## src/rtl/reuleaux_arc_engine.sv

```systemverilog
// Programmable clipped-arc drawer: optional full-screen clear, then up to MAX_ARCS
// midpoint-circle arcs taken from a descriptor table, one pixel per cycle.
module reuleaux_arc_engine #(
   parameter int unsigned SCREEN_W = 160,
   parameter int unsigned SCREEN_H = 120,
   parameter int unsigned MAX_ARCS = 4,
   parameter int unsigned XW       = 8,
   parameter int unsigned YW       = 7,
   parameter int unsigned RW       = 8,
   localparam int unsigned IW      = (MAX_ARCS > 1) ? $clog2(MAX_ARCS) : 1,
   localparam int unsigned NW      = $clog2(MAX_ARCS) + 1
) (
   input  logic          clk,
   input  logic          rst_n,
   input  logic          cfg_we,
   input  logic [IW-1:0] cfg_idx,
   input  logic [XW-1:0] cfg_cx,
   input  logic [YW-1:0] cfg_cy,
   input  logic [RW-1:0] cfg_r,
   input  logic [XW-1:0] cfg_xmin,
   input  logic [XW-1:0] cfg_xmax,
   input  logic [YW-1:0] cfg_ymin,
   input  logic [YW-1:0] cfg_ymax,
   input  logic [NW-1:0] num_arcs,
   input  logic          clear_en,
   input  logic [2:0]    colour,
   input  logic          start,
   output logic          busy,
   output logic          done,
   output logic [XW-1:0] vga_x,
   output logic [YW-1:0] vga_y,
   output logic [2:0]    vga_colour,
   output logic          vga_plot
);

   localparam int unsigned MW = (XW > YW) ? ((XW > RW) ? XW : RW) : ((YW > RW) ? YW : RW);
   localparam int unsigned AW = MW + 3;

   typedef logic signed [AW-1:0] sval_t;

   typedef struct packed {
      logic [XW-1:0] cx;
      logic [YW-1:0] cy;
      logic [XW-1:0] xmin;
      logic [XW-1:0] xmax;
      logic [YW-1:0] ymin;
      logic [YW-1:0] ymax;
   } win_t;

   typedef struct packed {
      win_t          w;
      logic [RW-1:0] r;
   } desc_t;

   typedef struct packed {
      logic          plot;
      logic [XW-1:0] x;
      logic [YW-1:0] y;
   } pix_t;

   typedef enum logic [2:0] {
      S_IDLE, S_CLEAR, S_ARC_INIT, S_ARC_PLOT, S_ARC_STEP, S_DONE
   } state_t;

   localparam sval_t ONE_S = AW'(1);
   localparam sval_t SW_S  = AW'(SCREEN_W);
   localparam sval_t SH_S  = AW'(SCREEN_H);

   state_t        state_q;
   desc_t         tbl_q [MAX_ARCS];
   win_t          cur_q;
   sval_t         ox_q, oy_q, crit_q;
   logic [2:0]    oct_q;
   logic [NW-1:0] k_q, na_q;
   logic [2:0]    arc_col_q;
   logic [XW-1:0] clr_x_q;
   logic [YW-1:0] clr_y_q;
   logic          busy_q, done_q, plot_q;
   logic [XW-1:0] x_q;
   logic [YW-1:0] y_q;
   logic [2:0]    col_q;

   sval_t         ox_d, oy_d, crit_d;
   logic          more_d;
   logic [XW-1:0] clr_x_d;
   logic [YW-1:0] clr_y_d;
   logic          clr_eol, clr_last;
   logic [IW-1:0] kidx;
   logic [NW-1:0] k_nxt, na_sat;
   sval_t         r_init;
   win_t          sel_w;
   sval_t         sel_ox, sel_oy;
   logic [2:0]    sel_o;
   pix_t          pix;

   // Octant mirror of (ox,oy) about the centre, clipped to screen and window.
   function automatic pix_t cand(input win_t w, input sval_t ox, input sval_t oy,
                                 input logic [2:0] o);
      sval_t a, b, px, py;
      logic  in_scr, in_win;
      pix_t  p;
      a  = o[0] ? oy : ox;
      b  = o[0] ? ox : oy;
      px = $signed(AW'(w.cx)) + (((o[2] ^ o[1]) != 1'b0) ? -a : a);
      py = $signed(AW'(w.cy)) + (o[2] ? -b : b);
      in_scr = !px[AW-1] && !py[AW-1] && (px < SW_S) && (py < SH_S);
      in_win = (px >= $signed(AW'(w.xmin))) && (px <= $signed(AW'(w.xmax))) &&
               (py >= $signed(AW'(w.ymin))) && (py <= $signed(AW'(w.ymax)));
      p.plot = in_scr && in_win;
      p.x    = px[XW-1:0];
      p.y    = py[YW-1:0];
      return p;
   endfunction

   assign kidx     = k_q[IW-1:0];
   assign k_nxt    = k_q + NW'(1);
   assign na_sat   = (num_arcs > NW'(MAX_ARCS)) ? NW'(MAX_ARCS) : num_arcs;
   assign r_init   = AW'(tbl_q[kidx].r);
   assign clr_eol  = (clr_x_q == XW'(SCREEN_W - 1));
   assign clr_last = clr_eol && (clr_y_q == YW'(SCREEN_H - 1));
   assign clr_x_d  = clr_eol ? '0 : clr_x_q + XW'(1);
   assign clr_y_d  = clr_eol ? clr_y_q + YW'(1) : clr_y_q;

   // Midpoint-circle step; oy/ox updated before the criterion uses them.
   always_comb begin
      oy_d   = oy_q + ONE_S;
      ox_d   = ox_q;
      crit_d = crit_q;
      if (crit_q[AW-1] || (crit_q == '0)) begin
         crit_d = crit_q + (oy_d <<< 1) + ONE_S;
      end else begin
         ox_d   = ox_q - ONE_S;
         crit_d = crit_q + ((oy_d - ox_d) <<< 1) + ONE_S;
      end
      more_d = (oy_d <= ox_d);
   end

   // Pixel registered on the edge entering each plot cycle.
   always_comb begin
      sel_w  = cur_q;
      sel_ox = ox_q;
      sel_oy = oy_q;
      sel_o  = oct_q + 3'd1;
      case (state_q)
         S_ARC_INIT: begin
            sel_w  = tbl_q[kidx].w;
            sel_ox = r_init;
            sel_oy = '0;
            sel_o  = 3'd0;
         end
         S_ARC_STEP: begin
            sel_ox = ox_d;
            sel_oy = oy_d;
            sel_o  = 3'd0;
         end
         default: ;
      endcase
      pix = cand(sel_w, sel_ox, sel_oy, sel_o);
   end

   always_ff @(posedge clk) begin
      if (!rst_n) begin
         state_q   <= S_IDLE;
         for (int i = 0; i < int'(MAX_ARCS); i++) tbl_q[i] <= '0;
         cur_q     <= '0;
         ox_q      <= '0;
         oy_q      <= '0;
         crit_q    <= '0;
         oct_q     <= '0;
         k_q       <= '0;
         na_q      <= '0;
         arc_col_q <= '0;
         clr_x_q   <= '0;
         clr_y_q   <= '0;
         busy_q    <= 1'b0;
         done_q    <= 1'b0;
         plot_q    <= 1'b0;
         x_q       <= '0;
         y_q       <= '0;
         col_q     <= '0;
      end else begin
         // Descriptor writes only land while idle; unmatched indices drop out.
         if (cfg_we && !busy_q) begin
            for (int i = 0; i < int'(MAX_ARCS); i++) begin
               if (cfg_idx == IW'(i)) begin
                  tbl_q[i] <= '{w: '{cx: cfg_cx, cy: cfg_cy, xmin: cfg_xmin, xmax: cfg_xmax,
                                     ymin: cfg_ymin, ymax: cfg_ymax},
                                r: cfg_r};
               end
            end
         end
         case (state_q)
            S_IDLE: begin
               done_q <= 1'b0;
               plot_q <= 1'b0;
               if (start) begin
                  busy_q    <= 1'b1;
                  arc_col_q <= colour;
                  na_q      <= na_sat;
                  k_q       <= '0;
                  if (clear_en) begin
                     state_q <= S_CLEAR;
                     clr_x_q <= '0;
                     clr_y_q <= '0;
                     x_q     <= '0;
                     y_q     <= '0;
                     col_q   <= '0;
                     plot_q  <= 1'b1;
                  end else if (na_sat != '0) begin
                     state_q <= S_ARC_INIT;
                  end else begin
                     state_q <= S_DONE;
                     done_q  <= 1'b1;
                  end
               end
            end
            S_CLEAR: begin
               if (clr_last) begin
                  plot_q <= 1'b0;
                  if (na_q != '0) begin
                     state_q <= S_ARC_INIT;
                  end else begin
                     state_q <= S_DONE;
                     done_q  <= 1'b1;
                  end
               end else begin
                  clr_x_q <= clr_x_d;
                  clr_y_q <= clr_y_d;
                  x_q     <= clr_x_d;
                  y_q     <= clr_y_d;
                  plot_q  <= 1'b1;
               end
            end
            S_ARC_INIT: begin
               cur_q   <= tbl_q[kidx].w;
               ox_q    <= r_init;
               oy_q    <= '0;
               crit_q  <= ONE_S - r_init;
               oct_q   <= '0;
               col_q   <= arc_col_q;
               x_q     <= pix.x;
               y_q     <= pix.y;
               plot_q  <= pix.plot;
               state_q <= S_ARC_PLOT;
            end
            S_ARC_PLOT: begin
               if (oct_q == 3'd7) begin
                  plot_q  <= 1'b0;
                  state_q <= S_ARC_STEP;
               end else begin
                  oct_q  <= oct_q + 3'd1;
                  x_q    <= pix.x;
                  y_q    <= pix.y;
                  plot_q <= pix.plot;
               end
            end
            S_ARC_STEP: begin
               ox_q   <= ox_d;
               oy_q   <= oy_d;
               crit_q <= crit_d;
               if (more_d) begin
                  oct_q   <= '0;
                  x_q     <= pix.x;
                  y_q     <= pix.y;
                  plot_q  <= pix.plot;
                  state_q <= S_ARC_PLOT;
               end else begin
                  k_q <= k_nxt;
                  if (k_nxt < na_q) begin
                     state_q <= S_ARC_INIT;
                  end else begin
                     state_q <= S_DONE;
                     done_q  <= 1'b1;
                  end
               end
            end
            S_DONE: begin
               plot_q <= 1'b0;
               if (!start) begin
                  state_q <= S_IDLE;
                  busy_q  <= 1'b0;
                  done_q  <= 1'b0;
               end
            end
            default: state_q <= S_IDLE;
         endcase
      end
   end

   assign busy       = busy_q;
   assign done       = done_q;
   assign vga_x      = x_q;
   assign vga_y      = y_q;
   assign vga_colour = col_q;
   assign vga_plot   = plot_q;

endmodule

```

## config.mk

```make
export PLATFORM = sky130hd
export DESIGN_NAME = reuleaux_arc_engine
export DESIGN_NICKNAME = d
export VERILOG_FILES = /design/src/rtl/reuleaux_arc_engine.sv
export SDC_FILE = /design/constraint.sdc
export NUM_CORES = 1
export LEC_CHECK = 0
export BUFFER_PORTS_ARGS = -buffer_cell sky130_fd_sc_hd__buf_2
export CAP_MARGIN = 0
export CELL_PAD_IN_SITES_DETAIL_PLACEMENT = 1
export CELL_PAD_IN_SITES_GLOBAL_PLACEMENT = 1
export CORE_UTILIZATION = 55
export CTS_BUF_LIST = sky130_fd_sc_hd__clkbuf_8
export CTS_CLUSTER_SIZE = 10
export DETAILED_ROUTE_END_ITERATION = 16
export GPL_ROUTABILITY_DRIVEN = 0
export PLACE_DENSITY = 0.92
export SLEW_MARGIN = 20
export SYNTH_ARGS = -nofsm -noshare
export SYNTH_HDL_FRONTEND = slang
export SYNTH_SLANG_ARGS = --single-unit
```

## constraint.sdc

```tcl
create_clock -name clk -period 15.2 [get_ports clk]
set_input_delay 3.04 -clock clk [delete_from_list [all_inputs] [get_ports clk]]
set_output_delay 3.04 -clock clk [all_outputs]
set_load 0.005 [all_outputs]
```

# Word-level counts from Yosys, hierarchy flattened
# Memories as Yosys holds them, arrays and structs flattened. A register that Yosys moved wholly into a read port is not among the register bits.
# Index checks and enable logic that the tools add are counted.
# totals
mem_bits_rw	212
out_inout_bits	21
mem_count	1
elab_cells	200
latchBits	0
ff_bits	129
mem_bits_ro	0
# classes
bitwise_logic	5
n_mux	87
order_cmp	9
add_sub_neg	16
n_shift	0
n_mul	0
div_mod_pow	0
reduce_logical	38
eq_ne	22
# memory_table
name	depth	word_bits	rd	rd_ports_with_merged_regs	wr	line	source
tbl_q	4	53	1	1	4	70	desc_t tbl_q [MAX_ARCS];
# ops
cell	count
$mux W53	4
$mux W11	6
$pmux W11 S2	3
$mux W3	17
$mux W8	6
$mux W45	1
$mux W7	6
$pmux W8 S5	1
$pmux W7 S5	1
$add A11 B2 Y11 const B	3
$mux W1	31
$add A11 B11 Y11	2
$ne A2 B2 Y1 const B	11
$neg A11 Y11	2
$pmux W3 S6	1
$pmux W8 S2	1
$pmux W7 S2	1
$pmux W3 S2	2
$reduce_and A3 Y1	4
$reduce_and A6 Y1	2
$add A8 B11 Y11	1
$add A9 B11 Y11	1
$ge A11 B8 Y1	1
$ge A11 B9 Y1	1
other kinds (41)	68

# Logic depth before layout (Yosys ltp)
# Gate-level depths: netlist of the first run.
# logic_depth
ltp_word	15
ltp_mapped	26
depth_no_buf	23

# Worst setup path before layout of the first run
# No wires, ideal clock.
# synth_timing
path_kind	input-to-reg
startpoint	in cfg_idx[1]
endpoint	mem tbl_q[0][0] in the netlist's numbering (enable)
t_arrival_ps	7163
stages	2
t_required_ps	14657
path_slack_ps	7493
setup_time_ps	543
n_path_buf	0
path_cell_list	nand2b_1 -> o31ai_1
# synth_lines
element	line	source
start: declaration	16	input logic [IW-1:0] cfg_idx,
end: declaration	70	

# Worst setup path in the final report of the first run
# layout_timing
startpoint	reg state_q[0]
endpoint	reg plot_q (netlist: vga_plot)
# layout_between
elab_chain_cells	14
# layout_rtl
element	line	source
start: declaration	69	state_t state_q;
start signal: assignment	163	state_q <= S_IDLE;
start signal: assignment	202	state_q <= S_CLEAR;
start signal: assignment	210	state_q <= S_ARC_INIT;
$eq A3 B3 Y1 / $eq A3 B2 Y1 (equally long branches)	144, 192	
$reduce_or A2 Y1 (no source line)	--	
$mux W3	144	case (state_q)
$mux W11 (on tied branches)	102, 103	
$neg A11 Y11 (on tied branches)	104, 105	
$mux W11 (on tied branches)	104, 105	
$add A9 B11 Y11 / $add A8 B11 Y11 (equally long branches)	104, 105	
$ge A11 B9 Y1 (tied with other cells)	107	in_win = (px >= $signed(AW'(w.xmin))) && (px <= $signed(AW'(w.xmax))) &&
$logic_and A1 B1 Y1 (on tied branches) (2 in series)	107, 106	
$logic_and A1 B1 Y1 (on tied branches)	108, 106	
$logic_and A1 B1 Y1	109	p.plot = in_scr && in_win;
$mux W1 (on tied branches)	261, 247	
$pmux W1 S6	192	case (state_q)
end signal: assignment	243	plot_q <= pix.plot;
end signal: assignment	254	plot_q <= pix.plot;
end signal: assignment	265	plot_q <= pix.plot;
end: declaration	78	logic busy_q, done_q, plot_q;
# Parallel ways exist; a longest one is shown, timed or not. The select of a mux whose other input is x is not followed.
# A chain may end at the register's enable or synchronous reset.

==> results.cfg, run 1 <==
[logic_synthesis]
synth.net_count = 1996
seq_area_frac_synth_pct = 45.8
syn-cell-area_mm2 = 0.0196
synth_top_cell_by_area = edfxtp_1
synth_warnings = 0
ys_async_sr_fraction_pct = 0
yosys-mux-area-fraction_pct = 8.90
synth_flop_cell = edfxtp_1
synth_seq_cells = 343
synth_top_family_by_area = simple AND/OR/NAND/NOR gates
synth_cell_types = 94
synth_compound_area_share_pct = 11.5
syn_area_per_cell_um2 = 10.7
synth.top_cell.area_share_pct = 32.4
synthXorXnorAreaFrac_pct = 4.23
synthSimpleGateAreaFrac_pct = 19.4
synthTopCellsByArea = edfxtp_1 (32%), dfxtp_1 (13%), and2_1 (8.1%)
synth_fa_ha_area_share_pct = 6.63
synthCells = 1829
synth_edf_count = 212

[power_and_ir_drop]
p_total_mw = 4.15
pwr-share-comb_pct = 52.2
power.internal_mw = 2.29
peakVddDrop_mv = 0.127
leakage_nw = 8.61
p_sw_share_pct = 44.8
seqPwrFrac_pct = 29.1
p_switching_mw = 1.86
powerDensity_mw_per_mm2 = 194
p_clk_share_pct = 18.7

[floorplan]
dieArea_mm2 = 0.0364
row_count = 68
die_w_um = 191
coreArea_mm2 = 0.0348
num_io_pins = 87
initial_core_util_pct = 56.4
die_h_um = 191

[placement]
postPlaceCellArea_mm2 = 0.0204
dp_cells = 2281
port_buffers = 86
dp.final_hpwl_um = 41700

[drt]
drcViolationCount = 0
routedWlPerCell_um = 26.5
drtIter0Drc = 1231
vias = 15280
wirelength_um = 63400
viasPerCell = 6.40
drt-pass1-iter-count = 5
antenna_left = 0

[worst_setup_path]
r2r_end = vga_plot$_SDFFE_PN0P_
path_class = register to register
cp.required_ns = 15.75
arrival_ns = 7.44
crit_path_start_kind = register
r2r_cells = 24
ff2ff_setup_slack_ns = 8.31
worstPathMaxFanout = 31
cpPeakStageDelay_ns = 0.69
slowest_stage = dfxtp_1
crit_chain = buf_4, nor3b_4, buf_4, nor2_1, buf_4, a22oi_1, mux2_2, ha_1, nand2_1, o21ai_0, ha_1, a21o_1, a21oi_1, o21bai_1, a21oi_1, o21ai_0, xor2_1, ha_1, a21oi_1, o21ai_0, o31a_1, nor4_1, o311ai_0, o2bb2ai_1
rr_startpoint = state_q[0]$_SDFFE_PN0P_
worstSetupEndpointType = register

[sta]
setup_violations = 0
rsz0062_at_grt = no
finalCriticalPeriod_ns = 6.89
setup_tns_ns = 0
clock.fmax_mhz = 145
min_period_over_period_pct = 45.3
finClkSkew_ns = 0.0423
tightest_slew_ns = 1.01
hold_violations = 0
max-slew-margin-rel_pct = 32.3
slew_viol_final = 0

[grt]
grt_max_degree = 81
gr-total-overflow = 0
antenna_found_initial = 4
grt_pass1_wl_um = 97300
grt_pass1_vias = 16209
grtUsageTotal_pct = 35.3

[clock_network]
clk_latency_ns = 0.66
cts_sinks = 343
cts_buffer_depth = 3
cts_hold_buf = 0
cts_root_buf = clkbuf_8
cts.repair.resized = 0
post_cts_buffers = 0
clk_transition_reported_paths_ns = 0.07
h-tree-depth = 2
tritoncts = done
cts-buffers-inserted = 58

[final_layout]
instances_no_fill = 2388
layout-drive-gt1-share_pct = 14.6
nets = 2053
syn_to_final_growth_pct = 9.01
final_cell_mix = and2_1 (253), edfxtp_1 (212), nand2_1 (174)
final_common_cell = and2_1
design_area_mm2 = 0.0214

[worst_hold_path]
min_from = arc_col_q[0]$_SDFFE_PN0P_
min_to = arc_col_q[0]$_SDFFE_PN0P_
hold_path.class = register to register
hold_depth = 2

[job]
max-cap-violations = 0

[status]
status = finished clean
## cells by family after synthesis
logic type	after synthesis
adder cells (fa/ha/maj)	101
AND/OR/NAND/NOR	696
buffers and inverters	154
XOR/XNOR	94
AO/OA/AOI/OAI	333
flip-flops	343
multiplexers	108
## sequential cells by signal (all words and copies together), names as in the netlist, named ones only
name and cells:
arc_col_q 3, busy 1, clr_x_q 8, clr_y_q 7
crit_q 11, cur_q 45, done 1, k_q 3
na_q 3, oct_q 3, ox_q 11, oy_q 11
state_q 3, tbl_q 212, vga_colour 3, vga_plot 1
vga_x 8, vga_y 7
## how the worst max path moves through the flow
stage / start / to / slack (ns) / depth (start not counted)
global route: state_q[0]$_SDFFE_PN0P_ / vga_plot$_SDFFE_PN0P_ / 8.01 / 24
finish: state_q[0]$_SDFFE_PN0P_ / vga_plot$_SDFFE_PN0P_ / 8.31 / 24
floorplan: cfg_idx[1] / tbl_q[0][0]$_SDFFCE_PN0P_ / 7.49 / 2
detailed placement: state_q[0]$_SDFFE_PN0P_ / vga_plot$_SDFFE_PN0P_ / 8.91 / 24
CTS: state_q[0]$_SDFFE_PN0P_ / vga_plot$_SDFFE_PN0P_ / 8.47 / 24
global placement: state_q[0]$_SDFFE_PN0P_ / vga_plot$_SDFFE_PN0P_ / 9.41 / 24
## metal layers
layer / global-route usage (%) / vias to the layer above / routed length (µm)
met1: 43.3 / 7679 / 24800
li1: - / 6708 / -
met3: 6.79 / 192 / 4430
met4: 14.4 / 4 / 2570
met2: 60.8 / 697 / 31600
met5: 0 / - / 23
## critical path, delay by kind of cell, from the launching register on
kind                       cells  cell delay, ns
AOI/OAI and AO/OA             12            2.32
and+or+nand+nor                4            1.13
buffers and inverters          3            0.94
adders and majority gates      3            0.94
DFF                            1            0.69
xor gates and xnor gates       1            0.42
muxes                          1            0.32
## power groups by stage
stage                     clock network [mW]  registers, mW  logic, mW
after floorplan                            0           1.16       1.53
after global placement                     0           1.21       1.93
after detailed placement                   0           1.22       2.06
after CTS                              0.776           1.20       2.12
after global routing                   0.811           1.22       2.32
final                                  0.774           1.21       2.17
## synth_stat cells (14+ instances only)
library cell / count
o21ai_0: 60
buf_2: 15
nor3_1: 18
xor2_1: 31
ha_1: 96
clkbuf_1: 71
a21boi_0: 27
and2_1: 253
nor2b_1: 57
o211a_1: 16
o211ai_1: 14
a21oi_1: 84
nor2_1: 67
xnor2_1: 62
a21o_1: 24
mux2i_1: 47
o21a_1: 15
edfxtp_1: 212
nand3_1: 32
dfxtp_1: 131
mux4_2: 51
nand2_1: 174
inv_1: 43
## per-stage QoR
stage	hold slack, ns	util [%]	worst slack, ns
final	0.480	61.5	8.31
after floorplan	0.444	-	7.49
after detailed placement	0.468	58.5	8.91
after global placement	0.457	58.5	9.41
after global routing	0.501	61.4	8.01
after CTS	0.486	61.4	8.47
## layout make-up
cell class                 count  area (µm²)
clock buffer                  59         812
clock inverter                45         213
sequential                   343        8990
multi-input combinational   1332       10000
timing repair buffer         108         598
inverter                      43         161
antenna                        3        7.51
fill                        3677       13400
tap                          455         569
Note: power is estimated with default switching activity, not from simulation.
==> run 2: changes to the inputs <==
CORE_UTILIZATION = 52   (was 55)
PLACE_DENSITY = 0.88   (was 0.92)
clock period = 6.99 ns   (was 15.2 ns; I/O delays follow)
==> run 2 against run 1 <==
  * Sequential power is 110% higher
  * Largest power group unchanged
  * Register-to-register slack got worse by 7.3 ns
  * Combinational power grew 110%
  * Critical path depth down 3
  * Worst setup slack worse by 7.3 ns
  * Final area increased by 1.0%
==> results.cfg, run 2 (synthesis results as in run 1) <==
[status]
status = finished clean

[power_and_ir_drop]
p_total_mw = 9.05
p_sw_share_pct = 43.3
powerDensity_mw_per_mm2 = 419
p_switching_mw = 3.91
power.internal_mw = 5.13
p_clk_share_pct = 20.2
pwr-share-comb_pct = 51.1
seqPwrFrac_pct = 28.7
peakVddDrop_mv = 0.211
leakage_nw = 8.73

[sta]
setup_violations = 0
rsz0062_at_grt = no
min_period_over_period_pct = 86.0
setup_tns_ns = 0
slew_viol_final = 0
tightest_slew_ns = 1.03
clock.fmax_mhz = 166
finalCriticalPeriod_ns = 6.01
hold_violations = 0
finClkSkew_ns = 0.0405
max-slew-margin-rel_pct = 31.5

[clock_network]
cts-buffers-inserted = 57
tritoncts = done
cts_root_buf = clkbuf_8
clk_transition_reported_paths_ns = 0.06
cts.repair.resized = 0
post_cts_buffers = 0
cts_sinks = 343
h-tree-depth = 2
clk_latency_ns = 0.65
cts_buffer_depth = 3
cts_hold_buf = 0

[worst_setup_path]
path_class = register to register
slowest_stage = or3_1
cp.required_ns = 7.55
worstSetupEndpointType = register
worstPathMaxFanout = 27
crit_chain = buf_4, nor3b_4, or3_1, mux2_2, ha_1, nand2_1, o21ai_0, inv_1, fa_1, xnor2_1, ha_1, o21a_1, o21a_1, o21ai_0, nand2b_1, a21oi_1, o21ai_0, o31a_1, nor4_1, o311ai_0, o2bb2ai_1
arrival_ns = 6.57
cpMostUsedCell = o21ai_0
cpPeakStageDelay_ns = 0.75
crit_path_start_kind = register

[drt]
drcViolationCount = 0
drtIter0Drc = 1332
antenna_left = 0
viasPerCell = 6.17
drt-pass1-iter-count = 5
routedWlPerCell_um = 25.0
wirelength_um = 61100
vias = 15083

[job]
max-cap-violations = 0

[final_layout]
layout-drive-gt1-share_pct = 15.2
syn_to_final_growth_pct = 10.1
final_cell_mix = and2_1 (253), edfxtp_1 (212), nand2_1 (174)
reg_top3 = tbl_q: 212 flops, cur_q: 45 flops
final_common_cell = and2_1
final_core_util_pct = 58.6
nFillCells = 3923
largest_reg_flops = 212
nets = 2056
top_register = tbl_q

[grt]
grtUsageTotal_pct = 32.2
grt_max_degree = 82
grt_pass1_vias = 16050
grt_pass1_wl_um = 94900
gr-total-overflow = 0
antenna_found_initial = 5

[floorplan]
initial_core_util_pct = 53.2
coreArea_mm2 = 0.0369
num_io_pins = 87
row_count = 70
die_w_um = 196
dieArea_mm2 = 0.0385
die_h_um = 196

[placement]
dp.final_hpwl_um = 39700
port_buffers = 86

[worst_hold_path]
hold_path.class = register to register
==> run 2: changes by cell type in the layout (fill, tap and decap cells not counted), sizes merged <==
cell      change
buf           +4
bufinv        +1
clkbuf       +11
clkinv       -14
clkinvlp      -2
diode         -1
inv           +7
==> run 2: metal layers <==
layer / global-route usage, % / up-vias / wire, µm
met4: 10.5 / 8 / 1820
li1: - / 6705 / -
met5: 0 / - / 109
met1: 40.7 / 7574 / 24500
met3: 6.03 / 154 / 4340
met2: 55.6 / 642 / 30300
==> run 2: path summary, 6_finish.rpt <==
kind,from,to,slack [ns],depth (start not counted)
hold / removal,arc_col_q[0]$_SDFFE_PN0P_,arc_col_q[0]$_SDFFE_PN0P_,0.48,2
hold reg to reg,arc_col_q[0]$_SDFFE_PN0P_,arc_col_q[0]$_SDFFE_PN0P_,0.48,2
setup reg to reg,state_q[1]$_SDFFE_PN0P_,vga_plot$_SDFFE_PN0P_,0.98,21
setup / recovery,state_q[1]$_SDFFE_PN0P_,vga_plot$_SDFFE_PN0P_,0.98,21
==> run 2: through the flow <==
step           area, µm²  instances  hold slack (ns)  setup slack (ns)
5_1_grt            21600       2441            0.503             0.670
4_1_cts            21600       2441            0.481              1.09
3_3_place_gp       20400       2334            0.465              1.57
2_1_floorplan      19600       1829            0.444             0.925
6_report           21600       2443            0.478             0.980
3_5_place_dp       20400       2334            0.473              1.41
==> run 2: power groups by stage <==
stage                     clock (mW)  combinational [mW]  sequential, mW
after global placement             0                4.21            2.59
after global routing            1.92                5.00            2.62
after detailed placement           0                4.43            2.62
after floorplan                    0                3.32            2.53
final                           1.83                4.62            2.59
after CTS                       1.84                4.56            2.59
==> run 2: critical path, delay by kind of cell (launching register included) <==
kind | cells | cell delay, ns
adders and majority gates | 3 | 1.12
DFF | 1 | 0.31
xor gates and xnor gates | 1 | 0.52
buffers and inverters | 2 | 0.37
muxes | 1 | 0.44
and+or+nand+nor | 5 | 1.73
AOI/OAI and AO/OA | 9 | 1.45
==> run 2: layout make-up <==
class                      count  area, µm²  share of cell area (%)
inverter                      43        161                   0.747
tap                          504        631                    2.92
multi-input combinational   1332      10000                    46.4
antenna                        2       5.00                  0.0232
timing repair buffer         112        628                    2.91
clock inverter                37        193                   0.892
clock buffer                  70        963                    4.46
sequential                   343       8990                    41.6
